$ cat src/rtl/cpu_issuer_pkg.sv
// Shared definitions for the CPU instruction issuer: FSM encoding and
// opcode fields (opcode[15:13] + op[12:11]) of the lab CPU instruction set.
package cpu_issuer_pkg;
  localparam int IW = 16;

  localparam logic [2:0] S_IDLE    = 3'd0;
  localparam logic [2:0] S_LOAD    = 3'd1;
  localparam logic [2:0] S_START   = 3'd2;
  localparam logic [2:0] S_WAIT_LO = 3'd3;
  localparam logic [2:0] S_WAIT_HI = 3'd4;
  localparam logic [2:0] S_DONE    = 3'd5;

  localparam logic [4:0] MOV_IMM = 5'b11010;
  localparam logic [4:0] MOV_REG = 5'b11000;
  localparam logic [4:0] ADD     = 5'b10100;
  localparam logic [4:0] CMP     = 5'b10101;
  localparam logic [4:0] AND     = 5'b10110;
  localparam logic [4:0] MVN     = 5'b10111;
endpackage

$ cat src/rtl/issuer_fifo.sv
// Instruction FIFO: DEPTH x W, first-word-fall-through head, full/empty flags.
module issuer_fifo #(
  parameter int DEPTH = 4,
  parameter int W     = 16
) (
  input  logic         clk,
  input  logic         reset,
  input  logic         push,
  input  logic         pop,
  input  logic [W-1:0] wdata,
  output logic [W-1:0] rdata,
  output logic         full,
  output logic         empty
);
  localparam int AW = $clog2(DEPTH);

  logic [W-1:0]  mem [DEPTH];
  logic [AW-1:0] wptr, rptr;
  logic [AW:0]   cnt;
  logic          wr, rd;

  // A push while full is dropped even if a pop happens in the same cycle.
  assign full  = (cnt == (AW+1)'(DEPTH));
  assign empty = (cnt == '0);
  assign wr    = push && !full;
  assign rd    = pop && !empty;
  assign rdata = mem[rptr];

  always_ff @(posedge clk) begin
    if (wr) mem[wptr] <= wdata;
  end

  always_ff @(posedge clk or negedge reset) begin
    if (!reset) begin
      wptr <= '0;
      rptr <= '0;
      cnt  <= '0;
    end else begin
      if (wr) wptr <= wptr + 1'b1;
      if (rd) rptr <= rptr + 1'b1;
      case ({wr, rd})
        2'b10:   cnt <= cnt + 1'b1;
        2'b01:   cnt <= cnt - 1'b1;
        default: cnt <= cnt;
      endcase
    end
  end
endmodule

$ cat src/rtl/cpu_issuer.sv
// Issues queued 16-bit instructions to the lab CPU via load/s/w handshake
// and returns the CPU's out value and {N,V,Z} flags per instruction.
module cpu_issuer
  import cpu_issuer_pkg::*;
#(
  parameter int DEPTH   = 4,
  parameter int TIMEOUT = 64
) (
  input  logic          clk,
  input  logic          reset,
  input  logic          push_valid,
  input  logic [IW-1:0] push_instr,
  output logic          push_ready,
  output logic [IW-1:0] cpu_in,
  output logic          cpu_load,
  output logic          cpu_s,
  input  logic          cpu_w,
  input  logic [IW-1:0] cpu_out,
  input  logic [2:0]    cpu_nvz,
  output logic          res_valid,
  output logic [IW-1:0] res_data,
  output logic [2:0]    res_nvz,
  output logic          busy,
  output logic          err,
  output logic [7:0]    issued_cnt
);
  localparam int TW = $clog2(TIMEOUT + 1);
  localparam logic [TW-1:0] TLIM = TW'(TIMEOUT - 1);

  logic [2:0]    state, state_n;
  logic [TW-1:0] timer;
  logic          full, empty, pop, tmo, waiting;
  logic [IW-1:0] head;

  issuer_fifo #(.DEPTH(DEPTH), .W(IW)) u_fifo (
    .clk   (clk),
    .reset (reset),
    .push  (push_valid),
    .pop   (pop),
    .wdata (push_instr),
    .rdata (head),
    .full  (full),
    .empty (empty)
  );

  assign push_ready = !full;
  assign busy       = (state != S_IDLE) || !empty;
  assign pop        = (state == S_IDLE) && !empty && cpu_w;
  assign waiting    = (state == S_WAIT_LO) || (state == S_WAIT_HI);

  always_comb begin
    state_n = state;
    tmo     = 1'b0;
    case (state)
      S_IDLE:  if (pop) state_n = S_LOAD;
      S_LOAD:  state_n = S_START;
      S_START: state_n = S_WAIT_LO;
      S_WAIT_LO: begin
        if (!cpu_w) state_n = S_WAIT_HI;
        else if (timer == TLIM) begin
          state_n = S_IDLE;
          tmo     = 1'b1;
        end
      end
      S_WAIT_HI: begin
        if (cpu_w) state_n = S_DONE;
        else if (timer == TLIM) begin
          state_n = S_IDLE;
          tmo     = 1'b1;
        end
      end
      S_DONE:  state_n = S_IDLE;
      default: state_n = S_IDLE;
    endcase
  end

  // timer is 0 in START and counts up through the wait states, so a timeout
  // lands TIMEOUT cycles after the s pulse.
  always_ff @(posedge clk or negedge reset) begin
    if (!reset) begin
      state      <= S_IDLE;
      timer      <= '0;
      cpu_in     <= '0;
      cpu_load   <= 1'b0;
      cpu_s      <= 1'b0;
      res_valid  <= 1'b0;
      res_data   <= '0;
      res_nvz    <= '0;
      err        <= 1'b0;
      issued_cnt <= '0;
    end else begin
      state     <= state_n;
      cpu_load  <= (state_n == S_LOAD);
      cpu_s     <= (state_n == S_START);
      res_valid <= (state == S_DONE);
      if (pop) cpu_in <= head;
      if (state_n == S_START)              timer <= '0;
      else if (state == S_START || waiting) timer <= timer + 1'b1;
      if (tmo) err <= 1'b1;
      if (state == S_DONE) begin
        res_data   <= cpu_out;
        res_nvz    <= cpu_nvz;
        issued_cnt <= issued_cnt + 1'b1;
      end
    end
  end
endmodule

$ cat config.mk
export PLATFORM = sky130hd
export DESIGN_NAME = cpu_issuer
export DESIGN_NICKNAME = d
export VERILOG_FILES = /design/src/rtl/cpu_issuer_pkg.sv /design/src/rtl/issuer_fifo.sv /design/src/rtl/cpu_issuer.sv
export SDC_FILE = /design/constraint.sdc
export NUM_CORES = 1
export LEC_CHECK = 0
export BUFFER_PORTS_ARGS = -buffer_cell sky130_fd_sc_hd__buf_2
export CAP_MARGIN = 25
export CORE_ASPECT_RATIO = 1.75
export CORE_MARGIN = 2
export CORE_UTILIZATION = 27
export CTS_CLUSTER_DIAMETER = 200
export DETAILED_ROUTE_END_ITERATION = 7
export HOLD_SLACK_MARGIN = 0.03
export SLEW_MARGIN = 10
export SYNTH_ARGS = -nofsm -noshare
export SYNTH_HDL_FRONTEND = slang
export SYNTH_SLANG_ARGS = --single-unit
$ cat constraint.sdc
create_clock -name clk -period 2.1 [get_ports clk]
set_input_delay 0.42 -clock clk [delete_from_list [all_inputs] [get_ports clk]]
set_output_delay 0.42 -clock clk [all_outputs]
set_load 0.05 [all_outputs]
==> results of run 1 <==
-- state kept, by name, indices dropped and copies added, names as in the netlist --
register and cells:
u_fifo.mem 64, cpu_in 16, res_data 16, issued_cnt 8, timer 7, res_nvz 3
state 3, u_fifo.cnt 3, u_fifo.rptr 2, u_fifo.wptr 2, cpu_load 1, cpu_s 1
err 1, res_valid 1
-- power groups by stage --
stage                     logic [W]  registers [W]  clock network (W)
after CTS                   0.00437        0.00387            0.00296
after global routing        0.00465        0.00395            0.00308
final                       0.00431        0.00386            0.00287
after detailed placement    0.00435        0.00391                  0
after floorplan             0.00195        0.00520                  0
after global placement      0.00425        0.00387                  0
-- kinds of logic after synthesis --
group | Yosys count | synth area share [%]
multiplexers | 38 | 12.0
buffers and inverters | 28 | 2.58
AO/OA/AOI/OAI | 27 | 3.60
XOR/XNOR | 14 | 2.34
flip-flops | 128 | 67.1
adder cells (fa/ha/maj) | 8 | 2.05
AND/OR/NAND/NOR | 119 | 10.3
-- per-stage QoR --
stage	utilization (%)	instances	area [sq um]
6_report	34.7	718	6640
3_5_place_dp	31.6	683	6030
3_3_place_gp	31.6	683	6030
2_1_floorplan	-	362	5290
5_1_grt	34.7	718	6640
4_1_cts	34.7	716	6620
-- layer usage --
metal | vias up | GRT usage, %
li1 | 1513 | -
met2 | 72 | 19.6
met1 | 1606 | 12.1
met3 | 10 | 2.73
met5 | - | 0
met4 | 0 | 3.65
-- cell usage in the layout (no fill, tap or decap), types with 8 or more instances in the layout --
cell type and n:
buf_2 87, nand2_1 70, dfrtp_1 64, edfxtp_1 64
clkbuf_16 17, mux4_2 16, buf_4 13, nor2_1 12
mux2_2 12, xnor2_1 10, nand3_1 9, inv_1 8
-- layout make-up --
cell class,count,area [sq um],share of cell area (%)
Clock inverter,14,144,2.17
Inverter,8,30.0,0.452
Clock buffer,18,439,6.61
Timing Repair Buffer,103,583,8.78
Multi-Input combinational cell,206,1620,24.4
Sequential cell,128,3520,53.1
Tap cell,241,302,4.54
-- final timing paths --
kind | endpoint | slack (ns) | depth (start not counted)
max | u_fifo.cnt[2]$_DFFE_PN0P_ | 0.14 | 8
max reg2reg | u_fifo.cnt[2]$_DFFE_PN0P_ | 0.14 | 8
min in group asynchronous | issued_cnt[0]$_DFFE_PN0P_ | 0.53 | 2
min reg2reg | res_data[13]$_DFFE_PN0P_ | 0.47 | 2
min | res_data[6]$_DFFE_PN0P_ | 0.20 | 3
max in group asynchronous | u_fifo.cnt[1]$_DFFE_PN0P_ | 0.93 | 3
-- worst reg2reg max path, stage by stage (launching register included) --
cell and delay, ns:
dfrtp_1 0.41, or3_4 0.40, and3_1 0.24, ha_4 0.18
inv_1 0.07, fa_2 0.19, xor2_1 0.15, nor2_1 0.07
xor2_1 0.14
-- repair_timing --
action / CTS / global route
hold buffers: 1 / 0
setup endpoints to repair: 0 / 1
resized for setup: 0 / 1
buffers inserted: 0 / 2
endpoints found under the hold margin: 20 / 0
==> key figures, run 1 <==
Run
  – Number of max-cap violations: 0

Pwr
  – Clk pwr share: 26.0%
  – VDD IR-drop max: 0.881 mV
  – Comb power frac: 39.0%
  – Net Sw Frac: 40.0%
  – P_leak: 2.79 nW
  – Internal power: 0.00663 W
  – Net Sw Power: 0.00441 W
  – PwrDens: 1660 nW/um^2
  – Sequential power share: 35.0%
  – Power, Total: 0.0110 W

Logic synthesis
  – EDFF count, synth: 64
  – Flops & latches, synth: 128
  – Synth cell count leaders: nand2_1, dfrtp_1, edfxtp_1
  – Ys async rst share: 50.0%
  – Synth Area per Inst: 14.5 sq um
  – Synth top area cells: edfxtp_1, dfrtp_1, mux4_2
  – Syn Nets: 409
  – Top-count cell post-synth: nand2_1
  – Count of distinct cell types in the synthesized netlist: 44
  – Area share of the largest cell type after synthesis: 36.6%
  – Post-synth top flop: edfxtp_1
  – Seq/Total Area, Yosys: 67.1%
  – Post-Syn Instances: 362
  – Cell accounting for the most synthesized area: edfxtp_1
  – Synth Cell Area: 5250 sq um
  – Yosys warns: 0

Routing
  – DRT Wirelength: 10700 microns
  – Met1 wire length: 4360 microns
  – DRT iter0 DRCs: 150
  – Via density: 4.46
  – WL met3: 422 microns
  – DRT antenna net count: 0
  – DRT Pass-1 Iters: 4
  – Vias: 3201
  – Max layer used: met4
  – Metal2 WL: 5830 microns
  – Drt drc: 0
  – Wirelength per Cell: 15.0 microns

Floorplan
  – Die Ht: 188 microns
  – Top-level port count: 88
  – Die footprint: 20600 sq um
  – Initial Util: 27.5%
  – Rows: 67
  – Core Area: 19100 sq um
  – Die width: 109 microns

Final layout
  – Fillcell total: 1888
  – Area grow syn2layout: 26.6%
  – Final #Nets: 511
  – Antenna Cells: 0
  – Layout cells sized above 1: 36.9%

Timing
  – Slew Limit Headroom: 63.9%
  – Worst Hold Slack: 0.202 ns
  – Final setup fails: 0
  – Final period util: 93.5%
  – Worst-Margin Slew: 0.541 ns
  – Slew Viols, Final: 0
  – Setup TNS: 0 ns
  – RSZ-0062 raised after global routing: false
  – Clock Skews: 0.00971 ns
  – F_max: 509 MHz
  – Post-route setup slack: 0.136 ns
  – Final Hold Fails: 0
  – Period minus WS final: 1.96 ns

Worst setup path
  – Crit-path slowest cell: dfrtp_1
  – CP startpoint: u_fifo.cnt[0]$_DFFE_PN0P_
  – Setup Crit Path Kind: register to register
  – Crit-path max cell delay: 0.41 ns
  – CP Capture Type: register
  – CP arrival: 2.25 ns
  – Crit path cell chain: or3_4 > and3_1 > ha_4 > inv_1 > fa_2 > xor2_1 > nor2_1 > xor2_1
  – CP Launch Type: register
  – Cell family contributing the most delay on the critical path: simple AND/OR/NAND/NOR gates
  – Buf/Inv on CP: 1
  – Critical Path RT: 2.39 ns
  – CP most frequent cell: xor2_1
  – CP max FO: 4
  – Worst R2R Start: u_fifo.cnt[0]$_DFFE_PN0P_

Worst hold path
  – HP Start: cpu_out[6]
  – Min-Delay Path Class: primary input to register

Placed design
  – Final GP Congestion: 0.754
  – DP HPWL: 7200 microns
  – Pre-CTS setup slack: 0.0928 ns
  – Port Buf Inserts: 87

CTS
  – Total CTS buffers: 17
  – CTS tree: yes
  – Worst-path clk slew: 0.06 ns
  – Clk root buf: clkbuf_16
  – Number of clock sinks: 128
  – CTS H-tree depth: 4
  – Clk buf depth: 2
  – Clk_lat worst skew: 0.41 ns

Global routing
  – Vias in the first global route: 3270
  – GRT Total Usage: 10.9%
  – Pin count of the biggest net entering global routing: 45
  – Total congestion overflow: 0
  – Initial antenna violation count: 0
  – First-pass GRT wire length: 16900 microns

Status
  – Status: completed
(Power assumes the default switching activity.)
==> run 2: changes to the inputs <==
--- a/config.mk
+++ b/config.mk
@@ -16,4 +16,5 @@
 export SLEW_MARGIN = 10
 export SYNTH_ARGS = -nofsm -noshare
 export SYNTH_HDL_FRONTEND = slang
+export SYNTH_HIERARCHICAL = 1
 export SYNTH_SLANG_ARGS = --single-unit
==> run 2 against run 1 <==
Net effect: first-iteration DRC count is 8.7% lower; critical path type is now register to output pin; design area fell by 0.45%; critical endpoint is now busy; via count fell by 4.8%.
==> key figures, run 2 <==
Status
  – Status: completed (unchanged)

CTS
  – Clk buf depth: 2 (unchanged)
  – Number of clock sinks: 128 (unchanged)
  – Clk root buf: clkbuf_16 (unchanged)
  – Clk_lat worst skew: 0.41 ns (about the same)
  – CTS tree: yes (unchanged)
  – CTS H-tree depth: 4 (unchanged)
  – Worst-path clk slew: 0.06 ns (about the same)
  – Total CTS buffers: 17 (unchanged)

Logic synthesis
  – Syn Nets: 381 (was 409)
  – Ys async rst share: 50.0% (unchanged)
  – Synth Area in XOR/XNOR: 2.55% (was 2.34%)
  – Area share of the largest cell type after synthesis: 37.2% (was 36.6%)
  – Cell accounting for the most synthesized area: edfxtp_1 (unchanged)
  – EDFF count, synth: 64 (unchanged)
  – Count of distinct cell types in the synthesized netlist: 50 (was 44)
  – Multiplexer share of the synthesized area: 12.0% (about the same)
  – Largest family of logic cells by synthesized area: multiplexers (unchanged)
  – Synth cell count leaders: nand2_1, dfrtp_1, edfxtp_1 (unchanged)
  – Synth Area per Inst: 15.5 sq um (was 14.5 sq um)
  – Flops & latches, synth: 128 (unchanged)
  – Yosys warns: 6 (was 0)
  – Synth top area cells: edfxtp_1, dfrtp_1, nand2_1 (was edfxtp_1, dfrtp_1, mux4_2)
  – Synth Area in Simple Gates: 10.1% (was 10.3%)
  – Seq/Total Area, Yosys: 68.3% (was 67.1%)
  – Post-synthesis compound-gate area fraction: 2.57% (was 3.60%)
  – Post-synth top flop: edfxtp_1 (unchanged)
  – Post-Synth Adder-Cell Area: 2.08% (was 2.05%)
  – Top-count cell post-synth: nand2_1 (unchanged)
  – Post-Syn Instances: 334 (was 362)
  – Synth Cell Area: 5160 sq um (was 5250 sq um)

Worst setup path
  – CP arrival: 1.67 ns (was 2.25 ns)
  – CP startpoint: state[1]$_DFF_PN0_ (was u_fifo.cnt[0]$_DFFE_PN0P_)
  – Setup Crit Path Kind: register to output pin (was register to register)
  – Worst R2R Start: state[1]$_DFF_PN0_ (was u_fifo.cnt[0]$_DFFE_PN0P_)
  – CP max FO: 12 (was 4)
  – CP Capture Type: output pin (was register)
  – CP Launch Type: register (unchanged)
  – Register-to-Register Path Depth: 9 (was 8)
  – Critical Path RT: 1.68 ns (was 2.39 ns)
  – Reg-to-reg critical path endpoint: u_fifo/cnt[2]$_DFFE_PN0P_ (was u_fifo.cnt[2]$_DFFE_PN0P_)
  – Crit path capture: busy (was u_fifo.cnt[2]$_DFFE_PN0P_)
  – FF-to-FF setup slack: 0.02 ns (was 0.14 ns)

Final layout
  – Final core occ: 35.4% (was 34.7%)
  – Commonest cells after routing, fill and taps aside: buf_2, nand2_1, dfrtp_1, edfxtp_1, buf_4 (was buf_2, nand2_1, dfrtp_1, edfxtp_1, clkbuf_16)
  – Final #Nets: 502 (was 511)
  – Antenna Cells: 0 (unchanged)
  – Fin cells: 705 (was 718)
  – Max reg flops: 64 (unchanged)
  – Most common cell after layout, fill and taps aside: buf_2 (unchanged)
  – Reg with most FFs: u_fifo/mem (was u_fifo.mem)
  – Layout cells sized above 1: 38.5% (was 36.9%)
  – Area grow syn2layout: 28.1% (was 26.6%)
  – Biggest regs: u_fifo/mem: 64 flops, cpu_in: 16 flops, res_data: 16 flops (was u_fifo.mem: 64 flops, cpu_in: 16 flops, res_data: 16 flops)
  – Fillcell total: 1805 (was 1888)

Routing
  – Wirelength per Cell: 14.6 microns (was 15.0 microns)
  – Drt drc: 0 (unchanged)
  – DRT Wirelength: 10300 microns (was 10700 microns)
  – Via density: 4.32 (was 4.46)
  – DRT iter0 DRCs: 137 (was 150)
  – DRT antenna net count: 0 (unchanged)
  – Vias: 3048 (was 3201)
  – DRT Pass-1 Iters: 4 (unchanged)

Timing
  – Final Hold Fails: 0 (unchanged)
  – Slew Viols, Final: 0 (unchanged)
  – Clock Skews: 0.00508 ns (was 0.00971 ns)
  – Worst-Margin Slew: 0.445 ns (was 0.541 ns)
  – Worst Hold Slack: 0.201 ns (was 0.202 ns)
  – Final period util: 99.6% (was 93.5%)
  – F_max: 478 MHz (was 509 MHz)
  – Period minus WS final: 2.09 ns (was 1.96 ns)
  – Slew Limit Headroom: 70.3% (was 63.9%)
  – RSZ-0062 raised after global routing: true (was false)
  – Final setup fails: 0 (unchanged)

Floorplan
  – Die Ht: 187 microns (was 188 microns)
  – Top-level port count: 88 (unchanged)
  – Die footprint: 20300 sq um (was 20600 sq um)
  – Initial Util: 27.7% (was 27.5%)
  – Core Area: 18700 sq um (was 19100 sq um)
  – Rows: 66 (was 67)
  – Die width: 109 microns (about the same)

Global routing
  – GRT Total Usage: 11.1% (was 10.9%)
  – Grt met3 use: 3.38% (was 2.73%)
  – Pin count of the biggest net entering global routing: 51 (was 45)
  – Initial antenna violation count: 0 (unchanged)
  – First-pass GRT wire length: 16900 microns (about the same)
  – Vias in the first global route: 3332 (was 3270)
  – Total congestion overflow: 0 (unchanged)
  – GRT busiest layer: met2 (unchanged)
  – Met2 track demand over resource: 20.5% (was 19.6%)
  – M1 GR Usage: 11.0% (was 12.1%)

Placed design
  – DP HPWL: 7190 microns (was 7200 microns)
  – Final GP Congestion: 0.775 (was 0.754)
  – Placed Cells: 668 (was 683)
  – Port Buf Inserts: 87 (unchanged)

Pwr
  – VDD IR-drop max: 0.692 mV (was 0.881 mV)
  – PwrDens: 1620 nW/um^2 (was 1660 nW/um^2)
  – P_leak: 2.84 nW (was 2.79 nW)

Run
  – Number of max-cap violations: 0 (unchanged)

Worst hold path
  – Min-Delay Path Class: primary input to register (unchanged)
-- run 2: stage by stage --
step	power [W]	setup slack (ns)	setup TNS, ns	instance area, sq um
after floorplan	0.00693	-0.285	-0.462	5170
after global placement	0.00793	0.00970	0	5990
after detailed placement	0.00809	-0.0668	-0.0668	5990
after CTS	0.0109	-0.000942	-0.00130	6600
after global routing	0.0114	-0.139	-0.190	6610
final	0.0107	0.00792	0	6610
-- run 2: repair_timing --
| item | in CTS | in global routing |
|---|---|---|
| endpoints found under the setup margin | 2 | 2 |
| hold endpoints to repair | 14 | 0 |
| hold buffers | 1 | 0 |
| gates resized for setup | 7 | 1 |
| buffers inserted | 4 | 1 |
| pin swaps | 3 | 0 |
-- run 2: area by class of cell --
class | count | area [sq um] | share of cell area, %
Clock buffer | 17 | 425 | 6.43
Clock inverter | 14 | 119 | 1.80
Inverter | 10 | 37.5 | 0.568
Multi-Input combinational cell | 184 | 1530 | 23.2
Sequential cell | 128 | 3520 | 53.3
Tap cell | 238 | 298 | 4.50
Timing Repair Buffer | 114 | 674 | 10.2
-- run 2: critical path, stage by stage (launching register included) --
cell and delay (ns):
dfrtp_1 0.39, buf_4 0.18, or4b_4 0.53, buf_8 0.17
-- run 2: logic make-up (layout without fill, tap and decap cells) --
logic type	after synthesis	after routing
DFF	128	128
muxes	37	37
buffers and inverters	22	155
adders and majority gates	8	8
xor gates and xnor gates	15	15
AOI/OAI and AO/OA	18	18
and+or+nand+nor	106	106
-- run 2: routing by layer --
layer / share of wire [%] / vias up / routed length (microns)
li1: - / 1459 / -
met1: 37 / 1504 / 3850
met2: 56 / 70 / 5800
met3: 4.6 / 15 / 474
met4: 1.9 / 0 / 200
met5: 0 / - / 0
-- run 2: worst min-delay path by stage --
stage,start,endpoint,slack (ns),depth (start not counted)
after CTS,cpu_out[1],res_data[1]$_DFFE_PN0P_,0.17,3
after global routing,cpu_out[2],res_data[2]$_DFFE_PN0P_,0.20,3
after detailed placement,reset,timer[0]$_DFFE_PN0P_,0.36,1
after floorplan,reset,cpu_in[0]$_DFFE_PN0P_,0.12,0
after global placement,reset,timer[0]$_DFFE_PN0P_,0.36,1
final,cpu_out[1],res_data[1]$_DFFE_PN0P_,0.20,3
-- run 2: report_power, final --
group          total [W]  internal, W  switching, W
registers        0.00385      0.00345      0.000398
clock network    0.00267      0.00161       0.00106
logic            0.00421      0.00144       0.00277
total             0.0107      0.00650       0.00423
==> run 3: changes to the inputs <==
--- a/config.mk
+++ b/config.mk
@@ -13,6 +13,7 @@
 export CTS_CLUSTER_DIAMETER = 200
 export DETAILED_ROUTE_END_ITERATION = 7
 export HOLD_SLACK_MARGIN = 0.03
+export REMOVE_ABC_BUFFERS = 1
 export SLEW_MARGIN = 10
 export SYNTH_ARGS = -nofsm -noshare
 export SYNTH_HDL_FRONTEND = slang
==> constraint.sdc (replaced) <==
create_clock -name clk -period 2.1 [get_ports clk]
set_input_delay 0 -clock clk [delete_from_list [all_inputs] [get_ports clk]]
set_output_delay 0 -clock clk [all_outputs]
set_load 0.05 [all_outputs]
==> run 3 against run 2 <==
Net effect: clock skew up 0.0045 ns; hold slack worse by 0.14 ns; wire length up 4.2%; die area unchanged; utilization up 1.7 points; count of clock-buffer cells in the layout unchanged; total power up 1.3%; critical endpoint is now u_fifo/cnt[2]$_DFFE_PN0P_; largest cell class unchanged; highest routed layer unchanged.
==> key figures, run 3 (synthesis gave the netlist of run 2 again) <==
Status
  – Status: completed (unchanged)

Floorplan
  – Core Area: 18700 sq um (unchanged)
  – Die Ht: 187 microns (unchanged)
  – Top-level port count: 88 (unchanged)
  – Rows: 66 (unchanged)
  – Die width: 109 microns (unchanged)
  – Die footprint: 20300 sq um (unchanged)
  – Initial Util: 27.7% (unchanged)

Worst setup path
  – Register-to-Register Path Depth: 9 (unchanged)
  – Reg-to-reg critical path endpoint: u_fifo/cnt[2]$_DFFE_PN0P_ (unchanged)
  – CP Launch Type: register (unchanged)
  – Setup Crit Path Kind: register to register (was register to output pin)
  – Crit-path slowest cell: fa_1 (was or4b_4)
  – CP arrival: 2.37 ns (was 1.67 ns)
  – CP Capture Type: register (was output pin)
  – Crit-path max cell delay: 0.38 ns (was 0.53 ns)
  – CP max FO: 3 (was 12)
  – Buf/Inv on CP: 1 (was 2)
  – Worst R2R Start: state[2]$_DFF_PN0_ (was state[1]$_DFF_PN0_)
  – CP most frequent cell: xor2_1
  – Cell family contributing the most delay on the critical path: adder cells (was simple AND/OR/NAND/NOR gates)
  – FF-to-FF setup slack: 0.05 ns (was 0.02 ns)
  – Crit path cell chain: nand2b_2 > nor4_4 > o31a_1 > ha_1 > inv_1 > fa_1 > xor2_1 > nor2_1 > xor2_1 (was buf_4 > or4b_4 > buf_8)
  – Critical Path RT: 2.43 ns (was 1.68 ns)
  – Instance count on the critical path: 9 (was 3)

CTS
  – Clk_lat worst skew: 0.41 ns (about the same)
  – CTS tree: yes (unchanged)
  – Number of clock sinks: 128 (unchanged)
  – Clk root buf: clkbuf_16 (unchanged)
  – CTS H-tree depth: 4 (unchanged)
  – Total CTS buffers: 17 (unchanged)
  – Clk buf depth: 2 (unchanged)
  – Worst-path clk slew: 0.06 ns (about the same)

Placed design
  – Dpl cell area: 5940 sq um (was 5990 sq um)
  – Pre-CTS setup slack: -0.0188 ns (was -0.0668 ns)
  – DP HPWL: 7240 microns (was 7190 microns)
  – Port Buf Inserts: 87 (unchanged)
  – Final GP Congestion: 0.768 (was 0.775)

Pwr
  – Power, Total: 0.0109 W (was 0.0107 W)
  – VDD IR-drop max: 0.773 mV (was 0.692 mV)
  – PwrDens: 1570 nW/um^2 (was 1620 nW/um^2)
  – P_leak: 2.97 nW (was 2.84 nW)

Final layout
  – Commonest cells after routing, fill and taps aside: buf_2, nand2_1, edfxtp_1 (was buf_2, nand2_1, dfrtp_1, edfxtp_1, buf_4)
  – Fillcell total: 1809 (was 1805)
  – Biggest regs: u_fifo/mem: 64 flops, cpu_in: 16 flops, res_data: 16 flops (unchanged)
  – Multi-input gate area: 1530 sq um (about the same)
  – Layout cells sized above 1: 34.9% (was 38.5%)
  – Area grow syn2layout: 34.2% (was 28.1%)
  – Max reg flops: 64 (unchanged)
  – Cell area after layout: 6930 sq um (was 6610 sq um)
  – Sequential cell area: 3530 sq um (was 3520 sq um)
  – Final #Nets: 530 (was 502)
  – Most common cell after layout, fill and taps aside: buf_2 (unchanged)
  – Antenna Cells: 0 (unchanged)
  – Reg with most FFs: u_fifo/mem (unchanged)

Timing
  – Period minus WS final: 2.05 ns (was 2.09 ns)
  – Final period util: 97.5% (was 99.6%)
  – Worst-Margin Slew: 0.562 ns (was 0.445 ns)
  – Slew Limit Headroom: 62.5% (was 70.3%)
  – Slew Viols, Final: 0 (unchanged)
  – Clock Skews: 0.00957 ns (was 0.00508 ns)
  – F_max: 488 MHz (was 478 MHz)
  – RSZ-0062 raised after global routing: true (unchanged)
  – Post-route setup slack: 0.0528 ns (was 0.00792 ns)
  – Final Hold Fails: 0 (unchanged)
  – Worst Hold Slack: 0.0648 ns (was 0.201 ns)
  – Final setup fails: 0 (unchanged)
  – Setup TNS: 0 ns (unchanged)

Routing
  – DRT Pass-1 Iters: 4 (unchanged)
  – DRT iter0 DRCs: 112 (was 137)
  – DRT Wirelength: 10800 microns (was 10300 microns)
  – Drt drc: 0 (unchanged)
  – Vias: 3223 (was 3048)
  – Wirelength per Cell: 14.7 microns (was 14.6 microns)
  – Via density: 4.39 (was 4.32)
  – DRT antenna net count: 0 (unchanged)

Worst hold path
  – Worst Hold End: u_fifo/wptr[0]$_DFFE_PN0P_ (was res_data[1]$_DFFE_PN0P_)
  – HP Start: push_valid (was cpu_out[1])
  – Min-Delay Path Class: primary input to register (unchanged)
  – Hold depth: 3 (unchanged)

Run
  – Number of max-cap violations: 0 (unchanged)

Global routing
  – GRT Total Usage: 11.2% (was 11.1%)
  – Initial antenna violation count: 0 (unchanged)
  – Vias in the first global route: 3504 (was 3332)
  – Pin count of the biggest net entering global routing: 26 (was 51)
  – Total congestion overflow: 0 (unchanged)
  – First-pass GRT wire length: 17200 microns (was 16900 microns)
run 3: timing repair:
action,in CTS,in global routing
hold endpoints to repair,110,0
buffers inserted,0,2
endpoints found under the setup margin,2,2
pin swaps,0,1
hold buffers,37,0
resized for setup,4,1
run 3: area by class of cell:
| class | count | area share [%] |
|---|---|---|
| Timing Repair Buffer | 142 | 13.8 |
| Clock buffer | 17 | 6.14 |
| Inverter | 10 | 0.542 |
| Multi-Input combinational cell | 184 | 22.0 |
| Sequential cell | 128 | 50.9 |
| Tap cell | 238 | 4.30 |
| Clock inverter | 15 | 2.29 |
run 3: metal layers:
metal  global-route usage [%]  up-vias  wire length, microns
li1                         -     1523                     -
met1                     11.5     1614                  4150
met2                     21.0       76                  6020
met3                     2.72       10                   445
met4                     4.34        0                   139
met5                        0        -                     0
run 3: per-stage QoR:
stage | utilization [%] | std cells
2_1_floorplan | - | 322
3_3_place_gp | 31.8 | 663
3_5_place_dp | 31.8 | 663
4_1_cts | 37.0 | 732
5_1_grt | 37.1 | 734
6_report | 37.1 | 734
run 3: worst min-delay path: stages:
cell and delay [ns]:
buf_2 0.10, nor2b_2 0.18, xnor2_1 0.14
run 3: worst max-delay path by stage:
stage,end,start,slack [ns]
floorplan,u_fifo/cnt[2]$_DFFE_PN0P_,state[2]$_DFF_PN0_,-0.57
finish,u_fifo/cnt[2]$_DFFE_PN0P_,state[2]$_DFF_PN0_,0.05
global placement,u_fifo/cnt[2]$_DFFE_PN0P_,u_fifo/cnt[0]$_DFFE_PN0P_,0.07
global route,u_fifo/cnt[2]$_DFFE_PN0P_,state[2]$_DFF_PN0_,-0.07
detailed placement,u_fifo/cnt[2]$_DFFE_PN0P_,u_fifo/cnt[0]$_DFFE_PN0P_,-0.02
CTS,busy,u_fifo/cnt[0]$_DFFE_PN0P_,0.01
run 3: where the power goes:
part           leakage [nW]  switching (W)  internal (W)
Clock                 0.288        0.00111       0.00176
Sequential             1.38       0.000421       0.00345
Combinational          1.31        0.00273       0.00140
Total                  2.97        0.00426       0.00661
